**src/rtl/uart_io_pkg.sv**
```systemverilog
// uart_io_pkg
//   Shared definitions for the IO-port UART bridge: port IDs, STATUS bit
//   positions, TX/RX FSM state encodings and the baud divider helper.
package uart_io_pkg;

    localparam logic [7:0] PORT_RX_DATA  = 8'h01;
    localparam logic [7:0] PORT_RX_AVAIL = 8'h02;
    localparam logic [7:0] PORT_TX_FULL  = 8'h03;
    localparam logic [7:0] PORT_STATUS   = 8'h04;

    // STATUS = {2'b0, tx_busy, frm_err, tx_drop, rx_ovr, tx_full, rx_present}
    localparam int ST_RX_PRESENT = 0;
    localparam int ST_TX_FULL    = 1;
    localparam int ST_RX_OVR     = 2;
    localparam int ST_TX_DROP    = 3;
    localparam int ST_FRM_ERR    = 4;
    localparam int ST_TX_BUSY    = 5;

    typedef enum logic [1:0] {TX_IDLE, TX_START, TX_DATA, TX_STOP} tx_state_e;
    typedef enum logic [1:0] {RX_IDLE, RX_START, RX_DATA, RX_STOP} rx_state_e;

    // Clocks per 16x oversampling tick, never below 1.
    function automatic int calc_div(input int clk_hz, input int baud);
        int d;
        d = clk_hz / (baud * 16);
        return (d < 1) ? 1 : d;
    endfunction

endpackage

```
**src/rtl/io_sync_fifo.sv**
```systemverilog
// io_sync_fifo
//   Single-clock FIFO with combinational head.
//   clk/rst    : clock, async active-high reset (pointers only)
//   push/wdata : write request; accepted when not full, or full with a pop
//   pop        : removes head; ignored when empty
//   rdata      : current head entry
//   full/empty : occupancy flags
import uart_io_pkg::*;

module io_sync_fifo #(
    parameter int WIDTH = 8,
    parameter int DEPTH = 16
) (
    input  logic             clk,
    input  logic             rst,
    input  logic             push,
    input  logic             pop,
    input  logic [WIDTH-1:0] wdata,
    output logic [WIDTH-1:0] rdata,
    output logic             full,
    output logic             empty
);
    localparam int AW = (DEPTH > 1) ? $clog2(DEPTH) : 1;

    // One extra pointer bit separates full from empty when indices match.
    logic [AW:0]      wr_ptr_q, wr_ptr_d, rd_ptr_q, rd_ptr_d;
    logic [WIDTH-1:0] mem_q [DEPTH];
    logic             do_push, do_pop;

    always_comb begin
        empty    = (wr_ptr_q == rd_ptr_q);
        full     = (wr_ptr_q[AW] != rd_ptr_q[AW]) &&
                   (wr_ptr_q[AW-1:0] == rd_ptr_q[AW-1:0]);
        do_pop   = pop & ~empty;
        // Full plus same-cycle pop still has room for the new entry.
        do_push  = push & (~full | do_pop);
        wr_ptr_d = do_push ? wr_ptr_q + 1'b1 : wr_ptr_q;
        rd_ptr_d = do_pop  ? rd_ptr_q + 1'b1 : rd_ptr_q;
        rdata    = mem_q[rd_ptr_q[AW-1:0]];
    end

    always_ff @(posedge clk or posedge rst) begin
        if (rst) begin
            wr_ptr_q <= '0;
            rd_ptr_q <= '0;
        end else begin
            wr_ptr_q <= wr_ptr_d;
            rd_ptr_q <= rd_ptr_d;
        end
    end

    always_ff @(posedge clk) begin
        if (do_push) mem_q[wr_ptr_q[AW-1:0]] <= wdata;
    end

endmodule

```
**src/rtl/uart_io_port.sv**
```systemverilog
// uart_io_port
//   IO-port bus responder bridging port IDs 0x01..0x04 to an 8N1 UART.
//   clk100/reset      : system clock, async active-high reset
//   IO_port_ID        : port address for the current access
//   IO_write_data     : write data, qualified by IO_write_strobe
//   IO_write_strobe   : one access per high cycle
//   IO_read_strobe    : one access per high cycle (pops RX on port 0x01)
//   IO_read_data      : combinational read data for IO_port_ID
//   uart_rx / uart_tx : serial pins (uart_rx asynchronous, uart_tx idles high)
import uart_io_pkg::*;

module uart_io_port #(
    parameter int CLK_HZ   = 100_000_000,
    parameter int BAUD     = 115200,
    parameter int TX_DEPTH = 16,
    parameter int RX_DEPTH = 16
) (
    input  logic       clk100,
    input  logic       reset,
    input  logic [7:0] IO_port_ID,
    input  logic [7:0] IO_write_data,
    input  logic       IO_write_strobe,
    input  logic       IO_read_strobe,
    output logic [7:0] IO_read_data,
    input  logic       uart_rx,
    output logic       uart_tx
);
    localparam int DIV = calc_div(CLK_HZ, BAUD);
    localparam int TW  = (DIV > 1) ? $clog2(DIV) : 1;

    // ---------------- bus decode ----------------
    logic tx_wr, rx_rd, st_w1c;
    assign tx_wr  = IO_write_strobe && (IO_port_ID == PORT_RX_DATA);
    assign rx_rd  = IO_read_strobe  && (IO_port_ID == PORT_RX_DATA);
    assign st_w1c = IO_write_strobe && (IO_port_ID == PORT_STATUS);

    // ---------------- FIFOs ----------------
    logic       tx_pop, tx_full, tx_empty;
    logic [7:0] tx_head;
    logic       rx_push, rx_full, rx_empty;
    logic [7:0] rx_head;
    logic [7:0] rx_shift_q, rx_shift_d;

    io_sync_fifo #(.WIDTH(8), .DEPTH(TX_DEPTH)) u_tx_fifo (
        .clk(clk100), .rst(reset), .push(tx_wr), .pop(tx_pop),
        .wdata(IO_write_data), .rdata(tx_head), .full(tx_full), .empty(tx_empty)
    );

    io_sync_fifo #(.WIDTH(8), .DEPTH(RX_DEPTH)) u_rx_fifo (
        .clk(clk100), .rst(reset), .push(rx_push), .pop(rx_rd),
        .wdata(rx_shift_q), .rdata(rx_head), .full(rx_full), .empty(rx_empty)
    );

    // ---------------- tick generator ----------------
    logic [TW-1:0] tick_cnt_q, tick_cnt_d;
    logic          tick;

    always_comb begin
        tick       = (tick_cnt_q == TW'(DIV - 1));
        tick_cnt_d = tick ? '0 : tick_cnt_q + 1'b1;
    end

    // ---------------- TX FSM ----------------
    tx_state_e  tx_state_q, tx_state_d;
    logic [3:0] tx_tick_q, tx_tick_d;
    logic [2:0] tx_bit_q, tx_bit_d;
    logic [7:0] tx_shift_q, tx_shift_d;
    logic       tx_line_q, tx_line_d;
    logic       tx_bit_end, tx_busy;

    assign tx_bit_end = tick && (tx_tick_q == 4'd15);
    assign tx_busy    = (tx_state_q != TX_IDLE);

    always_comb begin
        tx_state_d = tx_state_q;
        tx_tick_d  = tx_tick_q;
        tx_bit_d   = tx_bit_q;
        tx_shift_d = tx_shift_q;
        tx_pop     = 1'b0;
        if (tick) tx_tick_d = tx_tick_q + 4'd1;
        case (tx_state_q)
            TX_IDLE: begin
                tx_tick_d = '0;
                if (!tx_empty) begin
                    tx_pop     = 1'b1;
                    tx_shift_d = tx_head;
                    tx_state_d = TX_START;
                end
            end
            TX_START: if (tx_bit_end) begin
                tx_state_d = TX_DATA;
                tx_bit_d   = '0;
            end
            TX_DATA: if (tx_bit_end) begin
                if (tx_bit_q == 3'd7) tx_state_d = TX_STOP;
                else                  tx_bit_d   = tx_bit_q + 3'd1;
            end
            TX_STOP: if (tx_bit_end) begin
                // Chain straight into the next frame so there is no idle gap.
                if (!tx_empty) begin
                    tx_pop     = 1'b1;
                    tx_shift_d = tx_head;
                    tx_state_d = TX_START;
                end else begin
                    tx_state_d = TX_IDLE;
                end
            end
            default: tx_state_d = TX_IDLE;
        endcase
    end

    // Registered line level lags the state by one clock, keeping uart_tx glitch-free.
    always_comb begin
        case (tx_state_q)
            TX_START: tx_line_d = 1'b0;
            TX_DATA:  tx_line_d = tx_shift_q[tx_bit_q];
            default:  tx_line_d = 1'b1;
        endcase
    end

    assign uart_tx = tx_line_q;

    // ---------------- RX FSM ----------------
    rx_state_e  rx_state_q, rx_state_d;
    logic [3:0] rx_tick_q, rx_tick_d;
    logic [2:0] rx_bit_q, rx_bit_d;
    logic       rx_s1_q, rx_s2_q, rx_s3_q;
    logic       rx_fall, rx_bit_end, stop_ok, frm_set, ovr_set;

    assign rx_fall    = rx_s3_q & ~rx_s2_q;
    assign rx_bit_end = tick && (rx_tick_q == 4'd15);

    always_comb begin
        rx_state_d = rx_state_q;
        rx_tick_d  = rx_tick_q;
        rx_bit_d   = rx_bit_q;
        rx_shift_d = rx_shift_q;
        stop_ok    = 1'b0;
        frm_set    = 1'b0;
        if (tick) rx_tick_d = rx_tick_q + 4'd1;
        case (rx_state_q)
            RX_IDLE: begin
                rx_tick_d = '0;
                if (rx_fall) rx_state_d = RX_START;
            end
            // Mid-start re-check; restarting the count here puts every later
            // sample 16 ticks apart at bit centres.
            RX_START: if (tick && rx_tick_q == 4'd7) begin
                rx_tick_d = '0;
                if (rx_s2_q) begin
                    rx_state_d = RX_IDLE;
                end else begin
                    rx_state_d = RX_DATA;
                    rx_bit_d   = '0;
                end
            end
            RX_DATA: if (rx_bit_end) begin
                rx_shift_d = {rx_s2_q, rx_shift_q[7:1]};
                if (rx_bit_q == 3'd7) rx_state_d = RX_STOP;
                else                  rx_bit_d   = rx_bit_q + 3'd1;
            end
            RX_STOP: if (rx_bit_end) begin
                rx_state_d = RX_IDLE;
                if (rx_s2_q) stop_ok = 1'b1;
                else         frm_set = 1'b1;
            end
            default: rx_state_d = RX_IDLE;
        endcase
        // A same-cycle pop frees a slot in a full FIFO.
        ovr_set = stop_ok & rx_full & ~rx_rd;
        rx_push = stop_ok;
    end

    // ---------------- sticky status ----------------
    logic tx_drop_q, tx_drop_d, rx_ovr_q, rx_ovr_d, frm_err_q, frm_err_d;
    logic tx_drop_set;

    // A push that coincides with a TX pop is accepted by the FIFO, not dropped.
    assign tx_drop_set = tx_wr & tx_full & ~tx_pop;

    // Set has priority over write-1-to-clear.
    always_comb begin
        tx_drop_d = tx_drop_set | (tx_drop_q & ~(st_w1c & IO_write_data[ST_TX_DROP]));
        rx_ovr_d  = ovr_set     | (rx_ovr_q  & ~(st_w1c & IO_write_data[ST_RX_OVR]));
        frm_err_d = frm_set     | (frm_err_q & ~(st_w1c & IO_write_data[ST_FRM_ERR]));
    end

    // ---------------- read mux ----------------
    always_comb begin
        case (IO_port_ID)
            PORT_RX_DATA:  IO_read_data = rx_empty ? 8'h00 : rx_head;
            PORT_RX_AVAIL: IO_read_data = rx_empty ? 8'h00 : 8'hFF;
            PORT_TX_FULL:  IO_read_data = tx_full  ? 8'hFF : 8'h00;
            PORT_STATUS:   IO_read_data = {2'b00, tx_busy, frm_err_q, tx_drop_q,
                                           rx_ovr_q, tx_full, ~rx_empty};
            default:       IO_read_data = 8'hFF;
        endcase
    end

    // ---------------- state registers ----------------
    always_ff @(posedge clk100 or posedge reset) begin
        if (reset) begin
            tick_cnt_q <= '0;
            tx_state_q <= TX_IDLE;
            tx_tick_q  <= '0;
            tx_bit_q   <= '0;
            tx_shift_q <= '0;
            tx_line_q  <= 1'b1;
            rx_state_q <= RX_IDLE;
            rx_tick_q  <= '0;
            rx_bit_q   <= '0;
            rx_shift_q <= '0;
            rx_s1_q    <= 1'b1;
            rx_s2_q    <= 1'b1;
            rx_s3_q    <= 1'b1;
            tx_drop_q  <= 1'b0;
            rx_ovr_q   <= 1'b0;
            frm_err_q  <= 1'b0;
        end else begin
            tick_cnt_q <= tick_cnt_d;
            tx_state_q <= tx_state_d;
            tx_tick_q  <= tx_tick_d;
            tx_bit_q   <= tx_bit_d;
            tx_shift_q <= tx_shift_d;
            tx_line_q  <= tx_line_d;
            rx_state_q <= rx_state_d;
            rx_tick_q  <= rx_tick_d;
            rx_bit_q   <= rx_bit_d;
            rx_shift_q <= rx_shift_d;
            rx_s1_q    <= uart_rx;
            rx_s2_q    <= rx_s1_q;
            rx_s3_q    <= rx_s2_q;
            tx_drop_q  <= tx_drop_d;
            rx_ovr_q   <= rx_ovr_d;
            frm_err_q  <= frm_err_d;
        end
    end

endmodule
```
**config.mk**
```make
export PLATFORM = sky130hd
export DESIGN_NAME = uart_io_port
export DESIGN_NICKNAME = d
export VERILOG_FILES = /design/src/rtl/uart_io_pkg.sv /design/src/rtl/io_sync_fifo.sv /design/src/rtl/uart_io_port.sv
export SDC_FILE = /design/constraint.sdc
export NUM_CORES = 1
export LEC_CHECK = 0
export ABC_AREA = 1
export CORE_MARGIN = 10
export CORE_UTILIZATION = 50
export CTS_CLUSTER_SIZE = 16
export DETAILED_ROUTE_END_ITERATION = 8
export GPL_TIMING_DRIVEN = 0
export PLACE_DENSITY = 0.68
export SLEW_MARGIN = 20
export SYNTH_ARGS = -nofsm -noshare
export SYNTH_HDL_FRONTEND = slang
export SYNTH_SLANG_ARGS = --single-unit
```
**constraint.sdc**
```tcl
create_clock -name clk100 -period 3.62 [get_ports clk100]
set_input_delay 0.362 -clock clk100 [delete_from_list [all_inputs] [get_ports clk100]]
set_output_delay 0.362 -clock clk100 [all_outputs]
set_load 0.02 [all_outputs]
```
After elaboration in Yosys (flattened, before gate mapping)
Memory sizes are Yosys's and may differ from the RTL's.
Index checks and enable logic that the tools add are counted.
Word-level totals
  register bits after elaboration: 67
  bits in latches: 0
  RAM bits: 256
  bits in read-only memories: 0
  memories kept: 2
Memories
  u_rx_fifo.mem_q: depth 16, width 8, rd ports 1, clocked after memory_dff 0, write ports 1, line io_sync_fifo.sv:27  | logic [WIDTH-1:0] mem_q [DEPTH];
  u_tx_fifo.mem_q: depth 16, width 8, rd ports 1, clocked after memory_dff 0, write ports 1, line io_sync_fifo.sv:27
Cells by class
  $add $sub $neg: 9
  multiply operators: 0
  div/mod/pow operators: 0
  order comparisons: 1
  equal/unequal tests: 35
  shift operators: 0
  muxes and demuxes: 52
  bitwise gates (word level): 30
  reductions and logical operators: 21
Operators by type and width (count)
  8-bit two-way mux: 5
  8-bit one-hot mux with 4 select lines: 1
  2-bit != test, second input constant: 13
  2-bit two-way mux: 11
  3-bit two-way mux: 7
  5-bit by 1-bit adder with 5-bit output, second input constant: 4
  8-bit by 2-bit equality test with 1-bit output, second input constant: 2
  4-bit two-way mux: 4
  2-bit one-hot mux with 4 select lines: 2
  8-bit one-hot mux with 2 select lines: 1
  1-bit bitwise AND: 15
  5-bit AND reduction: 3
  1-bit two-way mux: 14
  3-bit one-hot mux with 2 select lines: 2
  5-bit equality test: 2
  1-bit inverter: 10
  2-bit nonzero test: 5
  4-bit by 1-bit adder with 4-bit output, second input constant: 2
  2-bit equality test, second input constant: 4
  4-bit equality test: 2
  4-bit equality test, second input constant: 2
  8-bit by 1-bit equality test with 1-bit output, second input constant: 1
  8-bit by 3-bit equality test with 1-bit output, second input constant: 1
  1-bit logical AND: 8
  other kinds (16): 27

Longest topological paths before layout
  depth after elaboration: 9
  mapped depth: 13

Modules after synthesis
A second synthesis with hierarchy kept.
Second synthesis, totals
  cell total of the unflattened synthesis: 1380
  area total of the unflattened synthesis: 14442.6 µm²
Modules (own cells, without submodules)
  io_sync_fifo: times used 2, cells each 512, area each 5849.4 µm²
  uart_io_port: times used 1, cells each 356, area each 2743.9 µm²

Worst setup path before layout
OpenSTA, ideal clock, no wires.
  kind: reg2reg
  start: register tick_cnt_q[1]
  end: memory u_rx_fifo.mem_q[15][0], enable pin
  setup time: 0.370 ns
  arrival: 1.829 ns
  path slack: 1.421 ns
  stages on the path, launching flop included: 11
  path buffers: 0
  path through: dfrtp_1 inv_1 ha_1 nand3_2 nor2_4 nand4_2 nor2_1 nand3_1 nor2_4 nand2_1 nor2_1
On the way
  longest elaborated chain between the ends: 7
RTL lines
  from (decl): line uart_io_port.sv:55  | logic [TW-1:0] tick_cnt_q, tick_cnt_d;
  from (signal assigned): line uart_io_port.sv:220  | tick_cnt_q <= tick_cnt_d;
  6-bit equality test: line uart_io_port.sv:59  | tick = (tick_cnt_q == TW'(DIV - 1));
  1-bit logical AND: line uart_io_port.sv:131  | assign rx_bit_end = tick && (rx_tick_q == 4'd15);
  1-bit two-way mux: line uart_io_port.sv:162  | RX_STOP: if (rx_bit_end) begin
  1-bit two-way mux: line uart_io_port.sv:141  | case (rx_state_q)
  1-bit bitwise AND: line io_sync_fifo.sv:36  | do_push = push & (~full | do_pop);
  1-bit two-way mux: line io_sync_fifo.sv:53  | if (do_push) mem_q[wr_ptr_q[AW-1:0]] <= wdata;
  1-bit two-way mux (not written as such): line io_sync_fifo.sv:53
  to (decl): line io_sync_fifo.sv:27
No other way between the ends.

Worst setup path after layout
  start: register u_rx_fifo.rd_ptr_q[0]
  end: output IO_read_data[0]
On the way
  longest elaborated chain between the ends: 3
RTL lines
  from (decl): line io_sync_fifo.sv:26  | logic [AW:0] wr_ptr_q, wr_ptr_d, rd_ptr_q, rd_ptr_d;
  from (signal assigned): line io_sync_fifo.sv:48  | rd_ptr_q <= rd_ptr_d;
  memory 16 x 8 bit or 5-bit equality test (tied branches)
  8-bit two-way mux, or another cell as far along: line uart_io_port.sv:191  | PORT_RX_DATA: IO_read_data = rx_empty ? 8'h00 : rx_head;
  8-bit one-hot mux with 4 select lines (*): line uart_io_port.sv:190  | case (IO_port_ID)
  to (decl): line uart_io_port.sv:24  | output logic [7:0] IO_read_data,
Every way passes the cells marked *; elsewhere a longest branch is shown, timed or not.

==> impl_metrics.yaml <==
timing:
  skew_ns: 0.0276
  fmax_mhz: 289
  setup_viol: 0
  fin_crit_ns: 3.46
  timing_worst_slew_pin_value_ns: 0.842
  slew_headroom_pct: 43.7
  hold_viol_final: 0
  fin_crit_sh_pct: 95.5
  hold_ws_ns: 0.131
  slew_violations: 0
grt:
  globalRouteMet3Util_pct: 3.47
  met1_usage_pct: 24.7
  grt_pass1_vias: 9381
  met2_usage_pct: 29.3
  top_usage_layer: "met2"
  grt_max_degree: 50
  grt_use_total_pct: 18.3
  grt_pass1_wl_mm: 51.4
  overflow: 0
  antenna_found_initial: 0
setup_path:
  worstPathRequired_ns: 3.26
  path_max_fanout: 10
  start_kind: "flop"
  slowest_stage: "clkdlybuf4s50_1"
  r2r_start: "u_tx_fifo.rd_ptr_q[2]$_DFFE_PP0P_"
  cp_num_buf_inv: 3
  crit_top_cell: "nand2_1"
  path_cells: "clkinvlp_4, clkbuf_1, o21ai_0, o211ai_1, nand2_1, o21bai_1, nand2_1, nand2_1, clkdlybuf4s50_1"
  cp_top_family: "buffers and inverters"
  r2r_end: "u_tx_fifo.mem_q[13][3]$_DFFE_PP_"
  worstPathArrival_ns: 3.10
  reg2reg_slack_ns: 0.87
  cpPeakStageDelay_ns: 0.61
  worstSetupEndpointType: "primary output"
  ff2ff_path_depth: 12
  crit_type: "reg2out"
routing:
  detail_route.first_pass.iterations: 6
  vias: 9506
  routedWlPerCell_um: 18.3
  viasPerCell: 5.37
  drt_wl_total_mm: 32.4
  route.detailed.drc: 0
  drt_iter0_drc: 899
  detail-route-antenna-nets: 0
clock_tree:
  cts_buffers: 35
  h-tree-depth: 2
  cts_tree: "yes"
  insertion_delay_ns: 0.53
  cts_sinks: 323
  path_clk_slew_ns: 0.06
  hold_buffers: 0
  clock_path_buffers: 3
  cts_root_buffer: "clkbuf_16"
flow_run:
  cap_violations: 0
logic_synthesis:
  syn_area_um2: 14000
  dominantRegCellSynth: "edfxtp_1"
  syn_nets: 1342
  synth_area_leaders: "edfxtp_1 (55%), dfrtp_1 (11%), nor2_1 (6.8%)"
  synth_warnings: 0
  yosys.cell_types.count: 39
  synth_edf_count: 256
  synthArstFlopShare_pct: 20.7
  synth_top_area_share_pct: 54.9
  syn_inst: 1299
  synth-seq-area-share_pct: 67.0
  synth-seq-cells: 323
  synth_top_area_cell: "edfxtp_1"
  syn_avg_cell_area_um2: 10.8
placed_design:
  dp_hpwl_mm: 21.6
  place.gp.congestion: 0.918
  dp_cells: 1707
  io_buffers: 29
  place_area_um2: 14800
final_layout:
  utilization_pct: 57.7
  layout-drive-gt1-share_pct: 7.47
  antenna_cells: 0
  fin_area_um2: 16000
  finalNonFillerCells: 1771
  synthToLayoutAreaGrowth_pct: 14.2
  fin_nets: 1409
min_path:
  min_path_type: "in2async"
die:
  core_um2: 27700
  dieArea_um2: 35100
  pin_count: 30
  start_util_pct: 50.5
  num_rows: 61
  die-height_um: 187
  die_w_um: 187
power_and_ir_drop:
  irDropWorstVdd_uv: 413
  leakage_uw: 0.00631
  p_per_area_nw_per_um2: 624
outcome:
  status: "finished clean"
[flip-flops by register name (all words and copies together) (netlist names), named ones only]
signal,flops
rx_bit_q,3
rx_s3_q,1
tx_state_q,2
u_rx_fifo.wr_ptr_q,5
u_tx_fifo.mem_q,128
tx_bit_q,3
frm_err_q,1
u_tx_fifo.rd_ptr_q,5
uart_tx,1
rx_s2_q,1
u_rx_fifo.rd_ptr_q,5
rx_s1_q,1
rx_ovr_q,1
tx_tick_q,4
rx_tick_q,4
u_rx_fifo.mem_q,128
u_tx_fifo.wr_ptr_q,5
rx_shift_q,8
tx_shift_q,8
tx_drop_q,1
tick_cnt_q,6
rx_state_q,1
[cell families after synthesis]
logic type | Yosys count | synth area share, %
XOR/XNOR | 23 | 1.44
buffers and inverters | 127 | 3.66
AO/OA/AOI/OAI | 235 | 9.31
flip-flops | 323 | 67.0
adder cells (fa/ha/maj) | 22 | 1.97
multiplexers | 2 | 0.143
AND/OR/NAND/NOR | 567 | 16.5
[per-layer routing]
layer  routed length, µm  part of all wire [%]
met1               14400                    44
met2               15300                    47
met3                1930                   6.0
met4                 834                   2.6
met5                   0                     0
[area by class of cell]
| type | instances | area [µm²] |
|---|---|---|
| Inverter | 75 | 288 |
| Buffer | 52 | 233 |
| Timing Repair Buffer | 30 | 318 |
| Clock buffer | 50 | 1020 |
| Multi-Input combinational cell | 849 | 4120 |
| Sequential cell | 323 | 9370 |
| Fill cell | 2288 | 11700 |
| Tap cell | 378 | 473 |
| Clock inverter | 14 | 155 |
[cells in the mapped netlist (3+ instances only)]
master and n:
nor3_1 6, o21ai_0 166, nand2_1 230, clkbuf_1 31
o21ai_2 3, edfxtp_1 256, nand4_1 8, nand3_1 52
dfrtp_1 63, o21bai_1 4, nor2_1 252, o22ai_1 18
xnor2_1 6, xor2_1 17, a21oi_1 11, buf_2 18
nand2_2 5, nor2_4 3, o211ai_1 28, dfstp_2 4
inv_1 70, ha_1 22, clkinv_1 3
[through the flow]
| step | setup WS [ns] | total power (µW) | TNS, ns |
|---|---|---|---|
| after floorplan | 1.42 | 5730 | 0 |
| after global placement | 0.0262 | 6360 | 0 |
| after detailed placement | -0.0243 | 6410 | -0.258 |
| after CTS | 0.00480 | 10000 | 0 |
| after global routing | -0.0130 | 10500 | -0.0318 |
| final | 0.162 | 9970 | 0 |
[power breakdown]
group	internal, µW	switching (µW)
clock network	2190	1430
registers	4110	86.2
logic	676	1490
total	6970	3000
[worst max path at each step]
stage | to | start | cells after the start | slack [ns]
after detailed placement | u_tx_fifo.mem_q[13][6]$_DFFE_PP_ | IO_port_ID[5] | 9 | -0.02
after global routing | IO_read_data[4] | u_rx_fifo.rd_ptr_q[0]$_DFFE_PP0P_ | 11 | -0.01
after floorplan | u_rx_fifo.mem_q[15][0]$_DFFE_PP_ | tick_cnt_q[1]$_DFF_PP0_ | 10 | 1.42
final | IO_read_data[0] | u_rx_fifo.rd_ptr_q[0]$_DFFE_PP0P_ | 9 | 0.16
after CTS | IO_read_data[3] | u_rx_fifo.rd_ptr_q[0]$_DFFE_PP0P_ | 11 | 0.005
after global placement | u_tx_fifo.mem_q[11][2]$_DFFE_PP_ | IO_port_ID[5] | 9 | 0.03
[cells in the final DEF (no fill, tap or decap), types with 22 or more instances in the layout]
| master | Yosys | layout |
|---|---|---|
| dfrtp_1 | 63 | 62 |
| nand3_1 | 52 | 52 |
| o211ai_1 | 28 | 28 |
| clkdlybuf4s50_1 | 0 | 29 |
| clkbuf_16 | 0 | 36 |
| inv_1 | 70 | 69 |
| nor2_1 | 252 | 251 |
| nand2_1 | 230 | 230 |
| ha_1 | 22 | 22 |
| edfxtp_1 | 256 | 256 |
| clkbuf_1 | 31 | 38 |
| o21ai_0 | 166 | 166 |
[repair_timing]
item	in CTS	in global routing
setup buffers	0	0
endpoints found under the setup margin	0	8
resized for setup	0	5
hold endpoints to repair	0	0
Power figures use the tool's default switching activity.
==> variant 1: new RTL, same flow settings <==
The 4 states of `rx_state_e` get a one-hot encoding in 4 bits.
--- a/src/rtl/uart_io_pkg.sv
+++ b/src/rtl/uart_io_pkg.sv
@@ -17,7 +17,7 @@
     localparam int ST_TX_BUSY    = 5;
 
     typedef enum logic [1:0] {TX_IDLE, TX_START, TX_DATA, TX_STOP} tx_state_e;
-    typedef enum logic [1:0] {RX_IDLE, RX_START, RX_DATA, RX_STOP} rx_state_e;
+    typedef enum logic [3:0] {RX_IDLE = 4'b0001, RX_START = 4'b0010, RX_DATA = 4'b0100, RX_STOP = 4'b1000} rx_state_e;
 
     // Clocks per 16x oversampling tick, never below 1.
     function automatic int calc_div(input int clk_hz, input int baud);
Check against the original RTL: no difference found for any inputs over 10 cycles, from zero or initial values and one cycle with reset high; not proved beyond that.
==> variant 1 against the unedited design <==
- global-route usage fell by 0.60 points
- area after synthesis increased by 1.6%
- combinational power up 3%
- worst setup slack lost 13 ps
- routed wire length shrank 1.3%
- maximum frequency decreased by 0.37%
- design area rose by 1.4%
- sequential cell count rose by 2
- utilization rose by 0.32 points
- power is 1.2% higher
- critical endpoint unchanged
- largest cell class unchanged
- largest power group unchanged
==> variant 1: results (changes against the unedited design) <==
| Metric | Value |
|---|---|
| Status | `complete, no violations (unchanged)` |
| Storage element area | `9420 µm² (was 9370 µm²)` |
| Synth top cells by count | `edfxtp_1, nor2_1, nand2_1 (unchanged)` |
| Clock transition at path regs | `60 ps (about the same)` |
| Top cells by area, synth | `edfxtp_1, dfrtp_1, nor2_1 (unchanged)` |
| Placer Congestion | `0.8281 (was 0.9181)` |
| Count of input and output buffers | `29 (unchanged)` |
| Non-clk bufs | `84 (was 82)` |
| Post-CTS setup buffer count | `0 (unchanged)` |
| CTS Buffer Depth | `3 (unchanged)` |
| #MultiIn Comb | `852 (was 849)` |
| DRT iter0 DRCs | `778 (was 899)` |
| Clock-cell share of area | `7.322% (was 7.376%)` |
| Met3 Track Usage GR | `2.788% (was 3.468%)` |
| Worst slew margin | `32.18% (was 43.67%)` |
| Fraction of area in multi-input gates | `26.14% (was 25.78%)` |
| Reg2Reg Capture Point | `u_tx_fifo.mem_q[0][4]$_DFFE_PP_ (was u_tx_fifo.mem_q[13][3]$_DFFE_PP_)` |
| Fill cells | `2,348 (was 2,288)` |
| GRT Util Overall | `17.71% (was 18.30%)` |
| Maximum vdd drop | `599.0 µV (was 412.7 µV)` |
| Minimum setup slack after placement | `601.8 ps (was -24.33 ps)` |
| EDFF count, synth | `256 (unchanged)` |
| First-pass GRT wire length | `50.56 mm (was 51.44 mm)` |
| R2R setup slack | `800 ps (was 870 ps)` |
| Worst setup path start | `u_rx_fifo.rd_ptr_q[0]$_DFFE_PP0P_ (unchanged)` |
| GRT met2 Usage | `29.75% (was 29.30%)` |
| Met1 GRT Util | `22.65% (was 24.67%)` |
| Critical Path Sink | `IO_read_data[0] (unchanged)` |
| Max incr delay on CP | `approximately 600 ps` |
| Sequential area share after synthesis | `66.29% (was 66.96%)` |
| # clk buffers | `46 (was 50)` |
| DP HPWL | `21.53 mm (was 21.62 mm)` |
| Clock Skew | `24.48 ps (was 27.55 ps)` |
| Critical Path Slowest Stage Cell | `clkdlybuf4s50_1 (unchanged)` |
| Post-Syn Nets | `1,356 (was 1,342)` |
| Vias per std cell | `5.397 (was 5.368)` |
| Vias in the first global route | `9,449 (was 9,381)` |
| Worst min-delay path class | `input pin to async pin (unchanged)` |
| H-tree Lvls | `2 (unchanged)` |
| Fin worst setup slack | `149.5 ps (was 162.4 ps)` |
| # clock sinks | `325 (was 323)` |
| Worst R2R Start | `tick_cnt_q[1]$_DFF_PP0_ (was u_tx_fifo.rd_ptr_q[2]$_DFFE_PP0P_)` |
| Synth unique cells | `42 (was 39)` |
| Initial antenna violation count | `0 (unchanged)` |
| CP arrival | `3110 ps (was 3100 ps)` |
| Inverters, non-clock | `82 (was 75)` |
| Fraction of cell area in non-clock buffers | `3.553% (was 3.445%)` |
| WL final | `31.97 mm (was 32.40 mm)` |
| Share of post-route cells with drive strength above 1 | `8.754% (was 7.466%)` |
| Ys async rst share | `21.23% (was 20.74%)` |
| Largest net degree at the start of global routing | `50 (unchanged)` |
| LEAKAGE | `6.337 nW (was 6.311 nW)` |
| Worst R2R Path Depth | `13 (was 12)` |
## variant 1: kinds of logic (layout without fill, tap and decap cells)
logic type / after synthesis / in the layout / synth area share (%)
muxes: 7 / 7 / 0.5548
adders and majority gates: 22 / 22 / 1.937
xor gates and xnor gates: 22 / 22 / 1.356
AOI/OAI and AO/OA: 246 / 246 / 9.536
DFF: 325 / 325 / 66.29
and+or+nand+nor: 555 / 555 / 16.41
buffers and inverters: 136 / 228 / 3.909
## variant 1: worst min path at each step
stage	cells after the start	from	slack, ps	endpoint
final	2	reset	150	rx_bit_q[1]$_DFFE_PP0P_
after global routing	2	reset	170	rx_bit_q[1]$_DFFE_PP0P_
after CTS	2	reset	150	rx_bit_q[1]$_DFFE_PP0P_
after detailed placement	0	rx_s1_q$_DFF_PP1_	360	rx_s2_q$_DFF_PP1_
after global placement	0	rx_s1_q$_DFF_PP1_	350	rx_s2_q$_DFF_PP1_
after floorplan	0	rx_s1_q$_DFF_PP1_	350	rx_s2_q$_DFF_PP1_
## variant 1: layer usage
| metal | vias to the layer above | routed length (µm) |
|---|---|---|
| met5 | - | 0 |
| met4 | 0 | 1035 |
| met3 | 62 | 1849 |
| met2 | 284 | 15550 |
| met1 | 4609 | 13530 |
| li1 | 4668 | - |
## variant 1: metrics by stage
step,cell area [µm²],utilization [%],cells
after global routing,16200,57.99,1783
after global placement,14970,53.60,1720
after floorplan,14210,-,1313
final,16200,57.99,1783
after detailed placement,15000,53.71,1721
after CTS,16190,57.95,1783
## variant 1: repair_timing
action                                  CTS  global route
hold endpoints to repair                  0             0
endpoints found under the setup margin    0             8
hold buffers                              0             0
resized for setup                         0            15
## variant 1: where the power goes
part	switching, mW	total, mW	internal, mW
logic	1.53	2.23	0.696
registers	0.0766	4.21	4.13
clock network	1.42	3.65	2.23
total	3.03	10.1	7.06
==> variant 2: new RTL, same settings <==
Made on the original files. Change the parameter `TX_DEPTH` from 16 to 32.
--- a/src/rtl/uart_io_port.sv
+++ b/src/rtl/uart_io_port.sv
@@ -12,7 +12,7 @@
 module uart_io_port #(
     parameter int CLK_HZ   = 100_000_000,
     parameter int BAUD     = 115200,
-    parameter int TX_DEPTH = 16,
+    parameter int TX_DEPTH = 32,
     parameter int RX_DEPTH = 16
 ) (
     input  logic       clk100,
Behaviour: same outputs for any inputs over 10 cycles, from zero or initial values and one cycle with reset high; that may be too few to reach the edited logic, so the function may still have changed.
==> variant 2 against the unedited design <==
- clock power rose by 30%
- sequential cell count rose by 130
- worst setup slack got worse by 77 ps
- combinational power rose by 61%
- critical path type unchanged
- critical path depth did not move
- clock skew fell by 3.9 ps
- register-to-register slack got worse by 450 ps
- power rose by 41%
- routed wire length rose by 49%
- global-route usage rose by 2.2 points
- via count rose by 40%
- design area rose by 36%
- area after synthesis rose by 37%
- die area rose by 33%
==> variant 2: results (changes against the unedited design) <==
| Metric | Value |
|---|---|
| Worst R2R Path Depth | `10 (was 12)` |
| Maximum vdd drop | `877.1 µV (was 412.7 µV)` |
| DRT iter0 DRCs | `1,255 (was 899)` |
| Vias per std cell | `5.630 (was 5.368)` |
| GRT Util Overall | `20.55% (was 18.30%)` |
| Highest Clock Rate | `282.9 MHz (was 289.2 MHz)` |
| LEAKAGE | `8.140 nW (was 6.311 nW)` |
| Top cells by area, synth | `edfxtp_1, dfrtp_1, nor2_1 (unchanged)` |
| Crit path max fanout | `11 (was 10)` |
| Largest net degree at the start of global routing | `41 (was 50)` |
| Status | `complete, no violations (unchanged)` |
| Post-synthesis adder-cell area fraction | `1.431% (was 1.967%)` |
| Sequential area share after synthesis | `68.96% (was 66.96%)` |
| R2R setup slack | `420 ps (was 870 ps)` |
| Share of post-route cells with drive strength above 1 | `7.696% (was 7.466%)` |
| EDFF count, synth | `384 (was 256)` |
| Worst slew margin | `34.61% (was 43.67%)` |
| WL/cell | `20.37 µm (was 18.30 µm)` |
| Dpl cell area | `20,160 µm² (was 14,790 µm²)` |
| Syn_area_per_cell | `11.02 µm² (was 10.77 µm²)` |
| First-pass GRT wire length | `74.59 mm (was 51.44 mm)` |
| Pre-antenna DRT Iters | `5 (was 6)` |
| Clock Skew | `23.69 ps (was 27.55 ps)` |
| Placer Congestion | `0.9125 (was 0.9181)` |
| Xor/xnor share of the synthesized area | `1.139% (was 1.440%)` |
| Vias in the first global route | `13,100 (was 9,381)` |
| Synth Area in Compound Gates | `7.878% (was 9.309%)` |
| Synth top cells by count | `edfxtp_1, nor2_1, nand2_1 (unchanged)` |
| DP HPWL | `31.76 mm (was 21.62 mm)` |
| Ys async rst share | `15.23% (was 20.74%)` |
| CP arrival | `3170 ps (was 3100 ps)` |
| Post-cts sizing count | `7 (was 0)` |
| Reg2Reg Capture Point | `u_tx_fifo.mem_q[6][5]$_DFFE_PP_ (was u_tx_fifo.mem_q[13][3]$_DFFE_PP_)` |
variant 2: cell types whose count changed after synthesis, sizes merged, moves of 20 or more:
cell,before,now
nand2,237,304
nand3,54,135
nor2,257,351
buf,20,40
edfxtp,256,384
o21ai,170,200
variant 2: how the worst min path moves through the flow:
stage,start,endpoint,slack [ps],cells after the start
final,reset,tick_cnt_q[1]$_DFF_PP0_,130,2
after global routing,reset,tx_tick_q[3]$_DFFE_PP0P_,170,2
after CTS,reset,tick_cnt_q[1]$_DFF_PP0_,130,2
after detailed placement,rx_s1_q$_DFF_PP1_,rx_s2_q$_DFF_PP1_,350,0
after global placement,rx_s1_q$_DFF_PP1_,rx_s2_q$_DFF_PP1_,350,0
after floorplan,rx_s1_q$_DFF_PP1_,rx_s2_q$_DFF_PP1_,350,0
variant 2: layer usage:
metal / up-vias / share of wire [%] / global-route usage, %
li1: 6197 / - / -
met1: 6460 / 40 / 26.30
met2: 571 / 49 / 34.05
met3: 109 / 7.3 / 3.120
met4: 0 / 3.9 / 9.275
met5: - / 0 / 0
variant 2: final cells by class:
cell class	instances	area, µm²
Fill cell	3199	16170
Clock inverter	26	214.0
Sequential cell	453	13260
Tap cell	511	639.4
Clock buffer	58	1280
Inverter	77	291.5
Buffer	77	350.3
Timing Repair Buffer	30	270.3
Multi-Input combinational cell	1137	5366
variant 2: critical path, stage by stage (launching register included):
cell	delay (ps)
dfrtp_1	460
inv_1	300
clkbuf_2	330
nor2_1	80
o211ai_1	300
nand3_1	230
nand3_1	160
nand2_1	70
nand2_1	60
clkdlybuf4s50_1	610
variant 2: report_power, final:
part           leakage (nW)  total [mW]  switching (mW)  internal (mW)
Clock                 0.739        4.71            1.94           2.77
Sequential             4.68        5.84          0.0913           5.75
Combinational          2.72        3.48            2.49          0.987
Total                  8.14        14.0            4.52           9.51
